<file path="src/rtl/hack_spi_fetch.sv">
// Fetches one 16-bit Hack instruction word from a serial SPI SRAM (mode 0).
// Each accepted strobe runs one read transaction: opcode, byte address, then 16 data bits.
module hack_spi_fetch #(
   parameter logic [7:0] READ_CMD  = 8'h03,
   parameter int         ADDR_BITS = 16
) (
   input  logic        clk,
   input  logic        reset,
   input  logic        strobe,
   input  logic        fetch_en,
   input  logic [14:0] pc,
   input  logic        spi_miso,
   output logic        spi_cs_n,
   output logic        spi_sck,
   output logic        spi_mosi,
   output logic [15:0] instruction,
   output logic        instr_valid,
   output logic        busy,
   output logic        overrun
);

   localparam int         SHIFT_BITS = 8 + ADDR_BITS + 16;
   localparam logic [5:0] LAST_BIT   = 6'(SHIFT_BITS - 1);

   typedef enum logic [1:0] {
      IDLE  = 2'd0,
      SETUP = 2'd1,
      SHIFT = 2'd2,
      DONE  = 2'd3
   } state_t;

   state_t                state_q;
   logic [5:0]            bit_cnt_q;
   logic                  phase_q;
   logic [SHIFT_BITS-1:0] shift_q;
   logic [SHIFT_BITS-1:0] shift_d;
   logic [15:0]           rx_q;
   logic [15:0]           rx_d;
   logic                  cs_n_q;
   logic                  sck_q;
   logic                  mosi_q;
   logic [15:0]           instr_q;
   logic                  valid_q;
   logic                  busy_q;
   logic                  overrun_q;
   logic                  accept;

   assign accept = strobe & fetch_en;

   // Hack addresses words; the SRAM addresses bytes, hence pc followed by a zero LSB.
   assign shift_d = {READ_CMD, pc, {(ADDR_BITS - 15){1'b0}}, 16'h0000};
   assign rx_d    = {rx_q[14:0], spi_miso};

   always_ff @(posedge clk) begin
      if (reset) begin
         state_q   <= IDLE;
         bit_cnt_q <= '0;
         phase_q   <= 1'b0;
         cs_n_q    <= 1'b1;
         sck_q     <= 1'b0;
         mosi_q    <= 1'b0;
         instr_q   <= '0;
         valid_q   <= 1'b0;
         busy_q    <= 1'b0;
         overrun_q <= 1'b0;
      end else begin
         if (accept && state_q != IDLE) begin
            overrun_q <= 1'b1;
         end
         case (state_q)
            IDLE: begin
               valid_q <= 1'b0;
               cs_n_q  <= 1'b1;
               sck_q   <= 1'b0;
               mosi_q  <= 1'b0;
               busy_q  <= 1'b0;
               if (accept) begin
                  shift_q <= shift_d;
                  state_q <= SETUP;
                  cs_n_q  <= 1'b0;
                  mosi_q  <= shift_d[SHIFT_BITS-1];
                  busy_q  <= 1'b1;
               end
            end
            SETUP: begin
               state_q   <= SHIFT;
               bit_cnt_q <= '0;
               phase_q   <= 1'b0;
               sck_q     <= 1'b0;
               mosi_q    <= shift_q[SHIFT_BITS-1];
            end
            SHIFT: begin
               if (!phase_q) begin
                  phase_q <= 1'b1;
                  sck_q   <= 1'b1;
               end else begin
                  // MISO is captured on the edge that drops SCK, i.e. after a full high phase.
                  rx_q <= rx_d;
                  if (bit_cnt_q == LAST_BIT) begin
                     state_q <= DONE;
                     cs_n_q  <= 1'b1;
                     sck_q   <= 1'b0;
                     mosi_q  <= 1'b0;
                     instr_q <= rx_d;
                     valid_q <= 1'b1;
                  end else begin
                     bit_cnt_q <= bit_cnt_q + 6'd1;
                     phase_q   <= 1'b0;
                     sck_q     <= 1'b0;
                     shift_q   <= {shift_q[SHIFT_BITS-2:0], 1'b0};
                     mosi_q    <= shift_q[SHIFT_BITS-2];
                  end
               end
            end
            DONE: begin
               state_q   <= IDLE;
               valid_q   <= 1'b0;
               busy_q    <= 1'b0;
               bit_cnt_q <= '0;
               phase_q   <= 1'b0;
            end
            default: state_q <= IDLE;
         endcase
      end
   end

   assign spi_cs_n    = cs_n_q;
   assign spi_sck     = sck_q;
   assign spi_mosi    = mosi_q;
   assign instruction = instr_q;
   assign instr_valid = valid_q;
   assign busy        = busy_q;
   assign overrun     = overrun_q;

endmodule

</file>
<file path="config.mk">
export PLATFORM = sky130hd
export DESIGN_NAME = hack_spi_fetch
export DESIGN_NICKNAME = d
export VERILOG_FILES = /design/src/rtl/hack_spi_fetch.sv
export SDC_FILE = /design/constraint.sdc
export NUM_CORES = 1
export LEC_CHECK = 0
export ABC_AREA = 0
export ABC_CLOCK_PERIOD_IN_PS = 4300
export CORE_MARGIN = 2
export CORE_UTILIZATION = 44
export CTS_BUF_LIST = sky130_fd_sc_hd__clkbuf_16
export DETAILED_ROUTE_END_ITERATION = 10
export PLACE_DENSITY = 0.67
export SKIP_LAST_GASP = 1
export SYNTH_ARGS = -nofsm -noshare
export SYNTH_HDL_FRONTEND = slang
export SYNTH_SLANG_ARGS = --single-unit
</file>
<file path="constraint.sdc">
create_clock -name clk -period 4.3 [get_ports clk]
set_input_delay 0.43 -clock clk [delete_from_list [all_inputs] [get_ports clk]]
set_output_delay 0.43 -clock clk [all_outputs]
set_load 0.05 [all_outputs]
</file>
==> impl_metrics.csv <==
group,metric,value,unit
yosys,yosys_warnings,0,
yosys,synth_seq_area_share,63.1,%
power_and_ir_drop,power,2.00,mW
power_and_ir_drop,irDropWorstVdd,0.292,mV
clock_tree,cts_resized,0,
setup_path,r2r-start,"bit_cnt_q[3]",
setup_path,cp-start-kind,"flip-flop",
clock_tree,hold_buffers,0,
setup_path,slowest_delay,0.87,ns
die,pin_count,42,
clock_tree,clk_latency,0.32,ns
run_status,status,"complete, no violations",
hold_path,hold_class,"flip-flop to flip-flop",
timing,fin_crit_sh,51.9,%
setup_path,cp_top_family,"simple AND/OR/NAND/NOR gates",
yosys,synth_common_cells,"38 x edfxtp_1, 32 x nor2_1, 31 x dfxtp_1, 18 x mux2i_1, 14 x mux2_2",
timing,skew,0.00434,ns
yosys,synth_area_leaders,"edfxtp_1 41%, dfxtp_1 22%, mux2i_1 6.5%",
yosys,synth.avg_cell_area,12.7,um^2
timing,slew_viol_final,0,
setup_path,rrSetupSlack,2.07,ns
die,core_area,6240,um^2
timing,tightest_slew,1.03,ns
clock_tree,cts_buffer_depth,2,
die,die_y,83.7,um
job,drv_cap,0,
cells_and_area,final_cells,347,
timing,finalSetupTns,0,ns
die,start_util,44.7,%
yosys,synth_nets,247,
timing,rsz0062_at_grt,"false",
setup_path,cp_max_fo,17,
cells_and_area,drive_gt1_share,14.1,%
setup_path,cp-end-kind,"flip-flop",
setup_path,critPathKind,"flip-flop to flip-flop",
setup_path,cp_num_buf_inv,0,
yosys,synthArstFlopShare,0,%
global_routing,grt_first_pass_wirelength,8.31,mm
global_routing,antenna_found_initial,0,
timing,fmax,448,MHz
timing,hold_viol_final,0,
yosys,synth_top_area_cell,"edfxtp_1",
yosys,synthCells,220,
timing,maxSlewHeadroom,31.0,%
hold_path,min_from,"rx_q[8]",
die,rows,29,
clock_tree,path_clk_slew,0.06,ns
global_routing,grt_max_degree,33,
setup_path,arrival,2.44,ns
routing,vias_per_cell,5.03,
yosys,synth_most_common_cell,"edfxtp_1",
place,portBuffers,41,
timing,final-setup-viol-count,0,
global_routing,gr-total-overflow,0,
cells_and_area,nNetsFinal,292,
yosys,synth.distinct_cells,36,
routing,num_vias,1745,
cells_and_area,diodes,0,
setup_path,crit_required,4.50,ns
place,gp_congestion,0.730,
global_routing,grtUsageTotal,15.1,%
routing,wl,4.83,mm
global_routing,grt_pass1_vias,1717,
yosys,synth_top_area_share,40.9,%
yosys,synth-edff-count,38,
yosys,synth_flop_cell,"edfxtp_1",
clock_tree,cts_tree,"yes",
setup_path,cp-startpoint,"bit_cnt_q[3]",
routing,drt_first_pass_iters,4,
timing,holdWs,0.452,ns
cells_and_area,area_growth,28.0,%
yosys,synth.cell_area,2790,um^2
setup_path,slowest_stage,"nor3_4",
clock_tree,h-tree-depth,3,
routing,dr.first_iter.drc_count,114,
die,die_x,83.7,um
timing,fin_crit,2.23,ns
clock_tree,cts.sinks,69,
yosys,ys_ff_latch,69,
place,hpwl,3.06,mm
die,die-area,7000,um^2
routing,drc,0,
clock_tree,cts-root-buf,"clkbuf_16",
place,dpl.cell_count,331,
power_and_ir_drop,p_per_area,560,nW/um^2
clock_tree,post_cts_buffers,0,
setup_path,crit_chain,"or3b_1 > nor3_4 > mux2i_1 > nor2_1",
routing,wl_per_cell,13.9,um
power_and_ir_drop,cellLeakagePower,1.25,nW
routing,ant_nets,0,
clock_tree,cts_made_buffers,9,
-- sequential cells by signal, summed over array words and instances, names as in the netlist, 2 cells and up --
signal and flops:
shift_q 23, state_q 2, instruction 16, bit_cnt_q 6
rx_q 15
-- logic make-up (layout without fill, tap and decap cells) --
logic type	Yosys count	count (layout)	share of synthesized area, %
compound gates	29	29	6.45
fa+ha+maj	7	7	3.14
buf+inv	15	65	3.14
flops	69	69	63.1
mux	32	32	12.1
simple gates	68	68	12.1
-- layout by cell type (no fill, tap or decap), types with 2 or more instances in the layout --
cell	count
mux2_2	14
nand3b_1	2
edfxtp_1	38
buf_4	4
o21ai_0	6
and2_1	7
nand3_1	3
or2_2	2
ha_1	7
clkbuf_16	9
nor2_1	32
a21o_1	2
nand4b_1	2
nand2_1	9
clkdlybuf4s50_1	41
nor2b_1	2
dfxtp_1	31
a21oi_1	11
mux2i_1	18
nor3_1	2
bufinv_16	2
inv_1	4
nand2b_1	3
-- report_power, final --
group	internal [mW]	switching, mW	leakage, nW
clock	0.505	0.268	0.158
sequential	0.805	0.0344	0.594
combinational	0.156	0.231	0.501
total	1.47	0.534	1.25
-- per-layer routing --
metal / up-vias / track usage, % / routed length [um]
li1: 878 / - / -
met1: 823 / 20.9 / 2470
met2: 35 / 21.1 / 2010
met3: 9 / 5.93 / 258
met4: 0 / 6.60 / 95
met5: - / 0 / 0
-- final timing paths --
check / end / cells past startpoint
max reg2reg: instruction[12] / 4
min: rx_q[9] / 0
max: instruction[12] / 4
min reg2reg: rx_q[9] / 0
-- stage by stage --
stage          instance area [um^2]  setup WS [ns]  util (%)
3_5_place_dp                   3260           2.08      52.2
2_1_floorplan                  2790           1.56         -
3_3_place_gp                   3260           2.10      52.2
5_1_grt                        3570           1.91      57.3
4_1_cts                        3570           2.06      57.3
6_report                       3570           2.07      57.3
-- final cells by class --
cell class                 count  area (um^2)
multi-input combinational    136          947
tap                           77         96.3
inverter                       4         15.0
fill                         542         2670
clock inverter                 7         87.6
timing repair buffer          45          440
sequential                    69         1760
clock buffer                   9          225
-- worst register-to-register path, delay by kind of cell, from the launching register on --
| family | cells | cell delay (ns) |
|---|---|---|
| mux | 1 | 0.29 |
| simple gates | 3 | 1.47 |
| flops | 1 | 0.35 |
Note: power is estimated with default switching activity, not from simulation.
